## src/rtl/spi_pkg.sv

```systemverilog
// Shared types for the SPI master: FSM state encoding, SPI mode and a width helper.
package spi_pkg;

    typedef enum logic [2:0] {
        ST_IDLE,
        ST_CS_SETUP,
        ST_SHIFT,
        ST_CS_HOLD,
        ST_DONE
    } spi_state_t;

    typedef struct packed {
        logic cpol;
        logic cpha;
    } spi_mode_t;

    // Index width for a range of n entries, never narrower than one bit.
    function automatic int idx_width(input int n);
        return (n > 1) ? $clog2(n) : 1;
    endfunction

endpackage

```

## src/rtl/spi_master_modes_if.sv

```systemverilog
// Host-side request/response bundle of the SPI master.
interface spi_master_modes_if import spi_pkg::*; #(
    parameter int DATA_LENGTH = 8,
    parameter int NUM_CS      = 4
);
    localparam int CSW = idx_width(NUM_CS);

    logic                   start;
    logic [DATA_LENGTH-1:0] data_in;
    logic                   cpol;
    logic                   cpha;
    logic                   lsb_first;
    logic [CSW-1:0]         cs_sel;
    logic [DATA_LENGTH-1:0] data_out;
    logic                   busy;
    logic                   done;

    // Requester side: issues transfers, watches completion.
    modport master (
        output start, data_in, cpol, cpha, lsb_first, cs_sel,
        input  data_out, busy, done
    );

    // Controller side: the SPI master itself.
    modport slave (
        input  start, data_in, cpol, cpha, lsb_first, cs_sel,
        output data_out, busy, done
    );

endinterface

```

## src/rtl/spi_clk_gen.sv

```systemverilog
// SCK generator: half-period counter, leading/trailing edge strobes and SCK level.
// tick marks the last cycle of each half period; lead/trail say which SCK edge
// the current clock edge produces while shifting.
module spi_clk_gen #(
    parameter int HP = 2
) (
    input  logic clk,
    input  logic rst_n,
    input  logic run,       // timed phase active (setup, shift, hold)
    input  logic shift_en,  // SCK toggles only while shifting
    input  logic load,      // transfer accept: snap SCK to the new idle level
    input  logic load_lvl,
    input  logic idle_lvl,  // captured cpol of the running transfer
    output logic tick,
    output logic lead,
    output logic trail,
    output logic sck
);
    localparam int CW = (HP > 1) ? $clog2(HP) : 1;

    logic [CW-1:0] cnt;

    assign tick  = run && (cnt == CW'(HP - 1));
    assign lead  = tick && shift_en && (sck == idle_lvl);
    assign trail = tick && shift_en && (sck != idle_lvl);

    // Half-period counter; restarts at every tick so phases chain seamlessly.
    always_ff @(posedge clk or negedge rst_n) begin
        if (!rst_n)          cnt <= '0;
        else if (!run)       cnt <= '0;
        else if (tick)       cnt <= '0;
        else                 cnt <= cnt + 1'b1;
    end

    // SCK level: loaded with cpol on accept, toggled once per half period in shift.
    always_ff @(posedge clk or negedge rst_n) begin
        if (!rst_n)                sck <= 1'b0;
        else if (load)             sck <= load_lvl;
        else if (tick && shift_en) sck <= ~sck;
    end

endmodule

```

## src/rtl/spi_master_modes.sv

```systemverilog
// SPI master supporting all four CPOL/CPHA modes, either bit order and
// NUM_CS one-hot-low chip selects. FSM and shift registers live here; SCK
// timing comes from spi_clk_gen.
module spi_master_modes import spi_pkg::*; #(
    parameter int DATA_LENGTH = 8,
    parameter int CLK_DIV     = 4,
    parameter int NUM_CS      = 4
) (
    input  logic              clk,
    input  logic              rst_n,
    spi_master_modes_if.slave bus,
    output logic              spi_sck,
    output logic              spi_mosi,
    output logic [NUM_CS-1:0] spi_cs_n,
    input  logic              spi_miso
);
    localparam int HP  = CLK_DIV / 2;
    localparam int CSW = idx_width(NUM_CS);
    localparam int EW  = idx_width(2 * DATA_LENGTH);
    localparam logic [EW-1:0] LAST_EDGE = EW'(2 * DATA_LENGTH - 1);

    spi_state_t             state_q, state_d;
    spi_mode_t              mode_q;
    logic                   lsb_q;
    logic [CSW-1:0]         cs_q;
    logic [DATA_LENGTH-1:0] tx_q, rx_q, data_q;
    logic [EW-1:0]          edge_q;
    logic                   accept, active, tick, lead, trail, shift_tx, sample;

    assign accept = (state_q == ST_IDLE) && bus.start;
    assign active = state_q inside {ST_CS_SETUP, ST_SHIFT, ST_CS_HOLD};

    spi_clk_gen #(.HP(HP)) u_clk_gen (
        .clk      (clk),
        .rst_n    (rst_n),
        .run      (active),
        .shift_en (state_q == ST_SHIFT),
        .load     (accept),
        .load_lvl (bus.cpol),
        .idle_lvl (mode_q.cpol),
        .tick     (tick),
        .lead     (lead),
        .trail    (trail),
        .sck      (spi_sck)
    );

    // First bit is already on MOSI from setup, so cpha=1 skips the first
    // leading edge and cpha=0 skips the final trailing edge.
    assign shift_tx = mode_q.cpha ? (lead && (edge_q != '0))
                                  : (trail && (edge_q != LAST_EDGE));
    assign sample   = mode_q.cpha ? trail : lead;

    // State register.
    always_ff @(posedge clk or negedge rst_n) begin
        if (!rst_n) state_q <= ST_IDLE;
        else        state_q <= state_d;
    end

    // Next-state logic: each timed phase advances on the half-period tick.
    always_comb begin
        state_d = state_q;
        case (state_q)
            ST_IDLE:     if (bus.start) state_d = ST_CS_SETUP;
            ST_CS_SETUP: if (tick) state_d = ST_SHIFT;
            ST_SHIFT:    if (tick && (edge_q == LAST_EDGE)) state_d = ST_CS_HOLD;
            ST_CS_HOLD:  if (tick) state_d = ST_DONE;
            ST_DONE:     state_d = ST_IDLE;
            default:     state_d = ST_IDLE;
        endcase
    end

    // Capture configuration on accept; shift TX/RX on the mode's SCK edges.
    always_ff @(posedge clk or negedge rst_n) begin
        if (!rst_n) begin
            mode_q <= '0;
            lsb_q  <= 1'b0;
            cs_q   <= '0;
            tx_q   <= '0;
            rx_q   <= '0;
            data_q <= '0;
            edge_q <= '0;
        end else if (accept) begin
            mode_q <= '{cpol: bus.cpol, cpha: bus.cpha};
            lsb_q  <= bus.lsb_first;
            cs_q   <= bus.cs_sel;
            tx_q   <= bus.data_in;
            edge_q <= '0;
        end else begin
            if (state_q == ST_SHIFT && tick)
                edge_q <= edge_q + 1'b1;
            if (shift_tx)
                tx_q <= lsb_q ? {1'b0, tx_q[DATA_LENGTH-1:1]}
                              : {tx_q[DATA_LENGTH-2:0], 1'b0};
            if (sample)
                rx_q <= lsb_q ? {spi_miso, rx_q[DATA_LENGTH-1:1]}
                              : {rx_q[DATA_LENGTH-2:0], spi_miso};
            if (state_q == ST_CS_HOLD && tick)
                data_q <= rx_q;
        end
    end

    // MOSI idles low; otherwise presents the current head of the TX register.
    always_comb begin
        spi_mosi = 1'b0;
        if (active) spi_mosi = lsb_q ? tx_q[0] : tx_q[DATA_LENGTH-1];
    end

    // Chip selects: selected line low during the timed phases; an
    // out-of-range index matches no line, so nothing is asserted.
    always_comb begin
        spi_cs_n = '1;
        for (int i = 0; i < NUM_CS; i++)
            if (active && (cs_q == CSW'(i))) spi_cs_n[i] = 1'b0;
    end

    assign bus.data_out = data_q;
    assign bus.busy     = (state_q != ST_IDLE);
    assign bus.done     = (state_q == ST_DONE);

endmodule

```

## src/flat_wrapper.sv

```systemverilog
// flat-port wrapper written by rule: the top's interface ports become plain ports
module spi_master_modes_flat import spi_pkg::*;
#(
    parameter int DATA_LENGTH = 8,
    parameter int CLK_DIV     = 4,
    parameter int NUM_CS      = 4
)
  (clk, rst_n, spi_sck, spi_mosi, spi_cs_n, spi_miso, bus_start, bus_data_in, bus_cpol, bus_cpha, bus_lsb_first, bus_cs_sel, bus_data_out, bus_busy, bus_done);
  spi_master_modes_if #(.DATA_LENGTH(DATA_LENGTH), .NUM_CS(NUM_CS)) bus_i ();
  input  logic clk;
  input  logic rst_n;
  output logic spi_sck;
  output logic spi_mosi;
  output logic [NUM_CS-1:0] spi_cs_n;
  input  logic spi_miso;
  input wire logic [$bits(bus_i.start)-1:0] bus_start;
  input wire logic [$bits(bus_i.data_in)-1:0] bus_data_in;
  input wire logic [$bits(bus_i.cpol)-1:0] bus_cpol;
  input wire logic [$bits(bus_i.cpha)-1:0] bus_cpha;
  input wire logic [$bits(bus_i.lsb_first)-1:0] bus_lsb_first;
  input wire logic [$bits(bus_i.cs_sel)-1:0] bus_cs_sel;
  output wire logic [$bits(bus_i.data_out)-1:0] bus_data_out;
  output wire logic [$bits(bus_i.busy)-1:0] bus_busy;
  output wire logic [$bits(bus_i.done)-1:0] bus_done;
  assign bus_i.start = bus_start;
  assign bus_i.data_in = bus_data_in;
  assign bus_i.cpol = bus_cpol;
  assign bus_i.cpha = bus_cpha;
  assign bus_i.lsb_first = bus_lsb_first;
  assign bus_i.cs_sel = bus_cs_sel;
  assign bus_data_out = bus_i.data_out;
  assign bus_busy = bus_i.busy;
  assign bus_done = bus_i.done;
  spi_master_modes #(.DATA_LENGTH(DATA_LENGTH), .CLK_DIV(CLK_DIV), .NUM_CS(NUM_CS)) u_core (.clk(clk), .rst_n(rst_n), .bus(bus_i), .spi_sck(spi_sck), .spi_mosi(spi_mosi), .spi_cs_n(spi_cs_n), .spi_miso(spi_miso));
endmodule
```

## config.mk

```make
export PLATFORM = sky130hd
export DESIGN_NAME = spi_master_modes_flat
export DESIGN_NICKNAME = d
export VERILOG_FILES = /design/src/rtl/spi_pkg.sv /design/src/rtl/spi_master_modes_if.sv /design/src/rtl/spi_clk_gen.sv /design/src/rtl/spi_master_modes.sv /design/src/flat_wrapper.sv
export SDC_FILE = /design/constraint.sdc
export NUM_CORES = 1
export LEC_CHECK = 0
export BUFFER_PORTS_ARGS = -buffer_cell sky130_fd_sc_hd__buf_2
export CORE_ASPECT_RATIO = 2
export CORE_MARGIN = 4
export CORE_UTILIZATION = 40
export DETAILED_ROUTE_END_ITERATION = 8
export SLEW_MARGIN = 20
export SYNTH_ARGS = -nofsm -noshare
export SYNTH_HDL_FRONTEND = slang
export SYNTH_SLANG_ARGS = --single-unit
```

## constraint.sdc

```tcl
create_clock -name clk -period 1.72 [get_ports clk]
set_input_delay 0.086 -clock clk [delete_from_list [all_inputs] [get_ports clk]]
set_output_delay 0.086 -clock clk [all_outputs]
set_load 0.03 [all_outputs]
```

==> results.cfg, run 1 <==
[status]
status = finished with violations
violations = setup timing

[yosys]
syn_avg_cell_area_um2 = 10.47
synthTopCellsByArea = dfrtp_1 (49%), mux2i_1 (8.2%), nand2_1 (7.3%)
synth_cell_types = 30
synth-seq-area-share_pct = 48.84
yosys_warnings = 0
netlist_instances = 186
yosysTopAreaCell = dfrtp_1
ys_ff_latch = 38
syn_nets = 205
synth_area_um2 = 1947
synth_top_area_share_pct = 48.84

[power]
internal-power_uw = 3027
seqPwrFrac_pct = 33.0
p_per_area_nw_per_um2 = 2075
ir_drop_mv = 1.204
combPwrFrac_pct = 54.9
p_leak_uw = 0.001228
swShare_pct = 41.78
pwr-share-clk_pct = 12.2
p_switching_uw = 2172

[layout]
layout_common_cells = nand2_1 (38), dfrtp_1 (37), buf_2 (31)
mostFrequentLayoutCell = nand2_1
area_delta_synth_final_pct = 28.73
num_antenna_cells = 0
finalNonFillerCells = 301
nets = 264
fin_util_pct = 53.99
num-fill-cells = 435
drive_above_1_share_pct = 34.96

[sta]
hold_viol = 0
maxSlewHeadroom_pct = 69.96
min_period_ns = 1.832
rsz0062_at_grt = yes
skew_ns = 0.002182
finalCritPeriodShare_pct = 106.5
setup_viol = 8
final_max_slew_viol_count = 0
tightest_slew_ns = 0.4505
fmax_mhz = 545.7
setup_slack_ns = -0.1124

[setup_path]
required_ns = 1.89
path_cells = inv_1 > ha_1 > nor3b_2 > and4bb_1 > or3_4 > buf_6 > mux2_4
cp-start-kind = register
cpMaxStageDelayCell = dfrtp_1
crit_path_max_fanout = 4
crit_path_end_kind = register
r2r_slack_ns = -0.11
path_class = reg2reg
critPathArrivalTime_ns = 2.01
slowest_delay_ns = 0.40

[detailed_routing]
routedWlPerCell_um = 14.15
drt_iter0_drc = 38
drt_first_pass_iters = 4
vias = 1507
ant_nets = 0
vias_per_cell = 5.007
wl_mm = 4.260
drc = 0

[placed_design]
gp_congestion = 0.7509
dp.final_hpwl_mm = 3.108
port_buffers = 32
dp.cells = 283

[floorplanning]
start_util_pct = 41.94
die_y_um = 106.7
die_w_um = 57.33
core_um2 = 4642
ioPinCount = 33
die_area_um2 = 6115
rows = 35

[clock_tree]
htree_num_levels = 2
clkSinkCount = 38
cts_buffer_depth = 2
clkTransAtPathRegs_ns = 0.07
clock_latency_ns = 0.28
cts_root_buf = clkbuf_8
cts_made_buffers = 5
cts_tree = yes

[grt]
grt_antenna_before_repair = 0
grtUsageMet3_pct = 2.892
grt_use_total_pct = 15.36
grt_pass1_wl_mm = 7.341
grt_overflow = 0
busiest_layer = met2
grt_max_degree = 23
use_met2_pct = 29.46
grt.met1_usage_pct = 15.68
grt_pass1_vias = 1570

[job]
drv_cap = 0

[hold_path]
hold_path.class = in2reg
-- sequential cells by signal, summed over array words and instances, names as in the netlist --
signal                count
u_core.state_q            3
u_core.tx_q               8
u_core.rx_q               8
u_core.u_clk_gen.sck      1
u_core.u_clk_gen.cnt      1
u_core.cs_q               2
u_core.edge_q             4
u_core.mode_q             2
u_core.bus.data_out       8
u_core.lsb_q              1
-- synthesized netlist by cell type, drive strengths merged --
cell type  number
nand3           2
and4bb          1
o21ai          10
nor2           13
clkinv          1
nand4           1
and4b           1
or2             1
nand4b          1
dfrtp          38
ha              2
a31oi           8
mux2i          16
or3             3
o22ai           1
and2            1
inv             5
buf             8
xnor2           3
nor3b           2
mux2           11
nor4bb          1
a21oi          10
clkbuf          3
nand2          38
xor2            4
nor4b           1
-- logic make-up after synthesis --
kind of cell,share of synthesized area [%]
XOR/XNOR,3.149
flip-flops,48.84
AO/OA/AOI/OAI,8.034
AND/OR/NAND/NOR,17.16
multiplexers,15.94
buffers and inverters,5.591
adder cells (fa/ha/maj),1.285
-- critical path: cells and delay by family, from the launching register on --
kind                     cells  cell delay, ns
adder cells (fa/ha/maj)      1            0.14
multiplexers                 1            0.29
AND/OR/NAND/NOR              3            0.69
flip-flops                   1            0.40
buffers and inverters        2            0.21
-- power by group through the flow --
stage	combinational, uW	clock, uW	sequential, uW
2_1_floorplan	1780	0	1780
3_3_place_gp	2530	0	1730
3_5_place_dp	2560	0	1730
4_1_cts	2680	660	1700
5_1_grt	3150	693	1770
6_report	2850	633	1710
-- layer usage --
layer	share of wire (%)	vias up
li1	-	749
met1	38	720
met2	57	33
met3	3.9	5
met4	1.6	0
met5	0	-
-- worst paths after layout --
check | from | cells after the start | to
min in group asynchronous | rst_n | 2 | u_core.state_q[0]
worst max-delay path | u_core.edge_q[0] | 7 | u_core.tx_q[5]
worst min register to register | u_core.bus.data_out[2] | 2 | u_core.bus.data_out[2]
worst max register to register | u_core.edge_q[0] | 7 | u_core.tx_q[5]
max in group asynchronous | rst_n | 3 | u_core.rx_q[3]
worst min-delay path | bus_cs_sel[0] | 2 | u_core.cs_q[0]
-- cell type report --
cell class	instances	area [um^2]	share of cell area [%]
well taps	55	68.82	2.746
clock inverters	1	5.005	0.1997
repair buffers	63	451.7	18.02
inverters	6	22.52	0.8987
clock buffers	7	86.33	3.445
flip-flops and latches	38	952.2	37.99
multi-input cells	131	919.6	36.70
-- per-stage QoR --
| stage | setup slack (ns) | hold WS, ns | TNS [ns] | area (um^2) | total power, uW |
|---|---|---|---|---|---|
| 5_1_grt | -0.2226 | 0.02142 | -1.691 | 2506 | 5614 |
| 6_report | -0.1124 | 0.01685 | -0.7818 | 2506 | 5200 |
| 3_5_place_dp | -0.1033 | 0.05363 | -0.6912 | 2273 | 4284 |
| 2_1_floorplan | -0.03286 | -0.2096 | -0.2301 | 1961 | 3566 |
| 3_3_place_gp | -0.05822 | 0.06102 | -0.4039 | 2273 | 4255 |
| 4_1_cts | -0.08149 | 0.006490 | -0.6159 | 2419 | 5047 |
-- what timing repair did --
action	4_1_cts	5_1_grt
hold buffers	1	0
hold endpoints to repair	17	0
endpoints found under the setup margin	11	13
pin swaps	0	3
setup buffers	3	6
gates resized for setup	7	11
(Power assumes the default switching activity.)
==> run 2, diff against run 1 <==
--- a/config.mk
+++ b/config.mk
@@ -8,8 +8,9 @@
 export BUFFER_PORTS_ARGS = -buffer_cell sky130_fd_sc_hd__buf_2
 export CORE_ASPECT_RATIO = 2
 export CORE_MARGIN = 4
-export CORE_UTILIZATION = 40
+export CORE_UTILIZATION = 45
 export DETAILED_ROUTE_END_ITERATION = 8
+export PLACE_DENSITY = 0.69
 export SLEW_MARGIN = 20
 export SYNTH_ARGS = -nofsm -noshare
 export SYNTH_HDL_FRONTEND = slang
==> results.cfg, run 2 (synthesized netlist as in run 1, its figures left out) <==
[sta]
finalCritPeriodShare_pct = 108.9
setup_viol = 8
rsz0062_at_grt = yes
final_max_slew_viol_count = 0
setup_slack_ns = -0.1537
min_period_ns = 1.874
hold_ws_ns = 0.006544
tightest_slew_ns = 0.4967
maxSlewHeadroom_pct = 66.89
skew_ns = 0.009704
fin_setup_tns_ns = -1.093
hold_viol = 0
fmax_mhz = 533.7

[grt]
busiest_layer = met2
grt_antenna_before_repair = 0
grtUsageMet3_pct = 3.111
grt_overflow = 0
grt_use_total_pct = 16.51
grt_pass1_wl_mm = 6.651
grt.met1_usage_pct = 18.03
use_met2_pct = 29.92
grt_pass1_vias = 1460
grt_max_degree = 23

[setup_path]
path_buf_inv = 1
path_class = reg2reg
crit_path_max_fanout = 8
cp_num_cells = 6
path_cells = inv_2 > ha_4 > nor3b_4 > and4bb_1 > or3_4 > mux2_4
required_ns = 1.89
cp-start-kind = register
crit_family = simple AND/OR/NAND/NOR gates
critPathArrivalTime_ns = 2.04
crit_path_end_kind = register
reg2reg_depth = 6
cpMaxStageDelayCell = or3_4
slowest_delay_ns = 0.45

[placed_design]
dp.cells = 280
port_buffers = 32
gp_congestion = 0.7424
dp.final_hpwl_mm = 2.989

[floorplanning]
rows = 33
core_um2 = 4129
die_w_um = 54.51
die_area_um2 = 5507
start_util_pct = 47.15
die_y_um = 101.0
ioPinCount = 33

[detailed_routing]
drc = 0
drt_iter0_drc = 23
ant_nets = 0
vias_per_cell = 5.122
wl_mm = 4.134
drt_first_pass_iters = 4
routedWlPerCell_um = 14.01
vias = 1511

[clock_tree]
cts_tree = yes
clkTransAtPathRegs_ns = 0.08
cts_buffer_depth = 2
clkSinkCount = 38
clock_latency_ns = 0.29
cts_made_buffers = 5
cts_root_buf = clkbuf_8
htree_num_levels = 2

[layout]
layout_common_cells = nand2_1 (38), dfrtp_1 (37), buf_2 (31)
finalNonFillerCells = 295
area_delta_synth_final_pct = 26.67
mostFrequentLayoutCell = nand2_1
nets = 261
regArea_um2 = 952.2
multi_input_area_um2 = 933.4
num_antenna_cells = 0
num-fill-cells = 365
drive_above_1_share_pct = 34.98
fin_util_pct = 59.73

[hold_path]
whs_path_depth = 2
hold_path.class = in2reg

[power]
p_leak_uw = 0.001206
ir_drop_mv = 1.129
p_per_area_nw_per_um2 = 2094
power_uw = 5165

[status]
violations = setup timing
status = finished with violations

[job]
drv_cap = 0
-- run 2: metrics by stage --
step / setup slack, ns / cell area [um^2]
5_1_grt: -0.2319 / 2466
3_5_place_dp: -0.1187 / 2257
6_report: -0.1537 / 2466
3_3_place_gp: -0.05175 / 2257
4_1_cts: -0.1227 / 2394
2_1_floorplan: -0.03286 / 1961
-- run 2: final cells by class --
| class | instances | area share, % |
|---|---|---|
| inverters | 6 | 0.9132 |
| repair buffers | 60 | 16.29 |
| well taps | 52 | 2.638 |
| flip-flops and latches | 38 | 38.61 |
| multi-input cells | 131 | 37.85 |
| clock buffers | 7 | 3.501 |
| clock inverters | 1 | 0.2029 |
-- run 2: where the power goes --
part / switching [uW] / total (uW) / internal (uW) / leakage [uW]
registers: 398 / 1710 / 1310 / 0.000462
logic: 1460 / 2820 / 1370 / 0.000697
clock network: 309 / 633 / 324 / 0.0000482
total: 2170 / 5170 / 3000 / 0.00121
-- run 2: routing by layer --
metal  share of wire, %  wire, um
met3                3.6       149
met2                 58      2408
met5                  0         0
met1                 37      1526
met4                1.2        50
-- run 2: final timing paths --
| kind | endpoint | slack [ns] | start |
|---|---|---|---|
| max | u_core.tx_q[2] | -0.15 | u_core.edge_q[0] |
| min | u_core.cs_q[1] | 0.007 | bus_cs_sel[1] |
| max reg2reg | u_core.tx_q[2] | -0.15 | u_core.edge_q[0] |
| min reg2reg | u_core.bus.data_out[7] | 0.47 | u_core.bus.data_out[7] |
| max in group asynchronous | u_core.lsb_q | 0.90 | rst_n |
| min in group asynchronous | u_core.cs_q[0] | 0.28 | rst_n |
-- run 2: what timing repair did --
| item | CTS | global route |
|---|---|---|
| endpoints found under the setup margin | 11 | 13 |
| hold buffers | 1 | 0 |
| buffers inserted | 3 | 4 |
| gates resized for setup | 4 | 14 |
| endpoints found under the hold margin | 19 | 0 |
| pin swaps | 1 | 3 |
-- run 2: worst reg2reg max path: cells and delay by family, from the launching register on --
family        cells  cell delay [ns]
simple gates      3             0.82
fa+ha+maj         1             0.12
mux               1             0.32
flops             1             0.41
buf+inv           1             0.08
==> run 3, diff against run 2 <==
--- a/config.mk
+++ b/config.mk
@@ -10,7 +10,7 @@
 export CORE_MARGIN = 4
 export CORE_UTILIZATION = 45
 export DETAILED_ROUTE_END_ITERATION = 8
-export PLACE_DENSITY = 0.69
+export PLACE_DENSITY = 0.66
 export SLEW_MARGIN = 20
 export SYNTH_ARGS = -nofsm -noshare
 export SYNTH_HDL_FRONTEND = slang
==> constraint.sdc (replaced) <==
create_clock -name clk -period 2.4 [get_ports clk]
set_input_delay 0.12 -clock clk [delete_from_list [all_inputs] [get_ports clk]]
set_output_delay 0.12 -clock clk [all_outputs]
set_load 0.03 [all_outputs]
==> results.cfg, run 3 (synthesized netlist as in run 1, its figures left out) <==
[status]
status = completed

[setup_path]
r2r_slack_ns = 0.37
r2r_start = u_core.u_clk_gen.sck
slowest_delay_ns = 0.52
cp-start-kind = register
required_ns = 2.58
path_class = reg2reg
critPathArrivalTime_ns = 2.21
startpoint = u_core.u_clk_gen.sck
reg2reg_depth = 4
crit_path_end_kind = register
timing.rr.end = u_core.tx_q[3]
crit_path_max_fanout = 8
crit_path_end = u_core.tx_q[3]
cpMaxStageDelayCell = or3_1
path_cells = xor2_1 > and4bb_1 > or3_1 > mux2_4

[power]
ir_drop_mv = 0.7227
p_per_area_nw_per_um2 = 1520
p_leak_uw = 0.001088

[floorplanning]
die_y_um = 101.0
ioPinCount = 33
die_area_um2 = 5507
start_util_pct = 47.15
core_um2 = 4129
rows = 33
die_w_um = 54.51

[grt]
grt_use_total_pct = 17.01
grt_overflow = 0
grt_max_degree = 39
grt_pass1_vias = 1436
grt_antenna_before_repair = 0
grt_pass1_wl_mm = 6.672

[sta]
min_period_ns = 2.030
hold_viol = 0
fmax_mhz = 492.6
finalCritPeriodShare_pct = 84.58
fin_setup_tns_ns = 0
setup_viol = 0
maxSlewHeadroom_pct = 42.63
tightest_slew_ns = 0.8606
final_max_slew_viol_count = 0
rsz0062_at_grt = no
skew_ns = 0.006366

[clock_tree]
clkSinkCount = 38
htree_num_levels = 2
cts_tree = yes
cts_root_buf = clkbuf_8
clock_latency_ns = 0.29
clkTransAtPathRegs_ns = 0.07
cts_buffer_depth = 2
cts_made_buffers = 5

[layout]
num-fill-cells = 401
drive_above_1_share_pct = 24.20
finalNonFillerCells = 271
fin_util_pct = 54.12
fin_area_um2 = 2235
multi_input_area_um2 = 894.6
regArea_um2 = 950.9
layout_common_cells = nand2_1 (38), dfrtp_1 (38), buf_2 (32)
area_delta_synth_final_pct = 14.78
nets = 237
num_antenna_cells = 0

[detailed_routing]
drt_iter0_drc = 32
wl_met3_um = 154
vias_per_cell = 5.251
wl_met1_mm = 1.495
drc = 0
vias = 1423
wl_mm = 4.104
ant_nets = 0
met2_length_mm = 2.367
routedWlPerCell_um = 15.14
top_layer = met4
drt_first_pass_iters = 4

[placed_design]
port_buffers = 32
dp.cells = 262
place_area_um2 = 2108
dp.final_hpwl_mm = 2.952
gp_congestion = 0.7524

[hold_path]
whs_path_depth = 2
hold_path.class = in2reg

[job]
drv_cap = 0
==> run 3: cell count changes in the layout (fill, tap and decap cells not counted), moves of 2 or more <==
cell	delta
inv_2	-2
buf_6	-7
buf_4	-18
or3_4	-2
or3_1	+2
inv_1	+2
==> run 3: what timing repair did <==
item                                   4_1_cts  5_1_grt
endpoints found under the hold margin       38        0
gates resized for setup                      0        0
setup buffers                                0        0
hold buffers                                 1        0
==> run 3: power breakdown <==
| part | leakage (uW) | total, uW | internal, uW | switching [uW] |
|---|---|---|---|---|
| Sequential | 0.000463 | 1310 | 936 | 370 |
| Combinational | 0.000568 | 1560 | 680 | 878 |
| Clock | 0.0000579 | 533 | 306 | 227 |
==> run 3: critical path, delay by kind of cell, from the launching register on <==
family	cells	cell delay [ns]
xor gates and xnor gates	1	0.35
muxes	1	0.37
and+or+nand+nor	2	0.78
DFF	1	0.41
==> run 3: worst min-delay path by stage <==
stage / startpoint / end / slack, ns
after floorplan: rst_n / u_core.bus.data_out[0] / -0.18
after global placement: rst_n / u_core.cs_q[1] / 0.27
after detailed placement: rst_n / u_core.cs_q[1] / 0.28
after CTS: bus_cpha / u_core.mode_q[0] / 0.04
after global routing: bus_cpha / u_core.mode_q[0] / 0.04
final: bus_cpha / u_core.mode_q[0] / 0.05
==> run 3: layout make-up <==
| class | instances | area share (%) |
|---|---|---|
| Sequential cell | 38 | 42.55 |
| Multi-Input combinational cell | 131 | 40.03 |
| Timing Repair Buffer | 36 | 8.623 |
| Clock buffer | 5 | 3.080 |
| Tap cell | 52 | 2.912 |
| Clock inverter | 3 | 1.792 |
| Inverter | 6 | 1.008 |
==> run 3: metrics by stage <==
step,setup WS [ns],total power (uW),hold WS (ns)
finish,0.3701,3396,0.04717
global route,0.2509,3654,0.04485
CTS,0.3434,3418,0.04041
detailed placement,0.3599,2867,0.2829
global placement,0.4406,2840,0.2724
floorplan,0.5293,2539,-0.1756
==> run 3: layer usage <==
metal	vias to the layer above	track usage, %
li1	693	-
met1	691	17.40
met2	31	30.75
met3	8	4.000
met4	0	7.486
met5	-	0
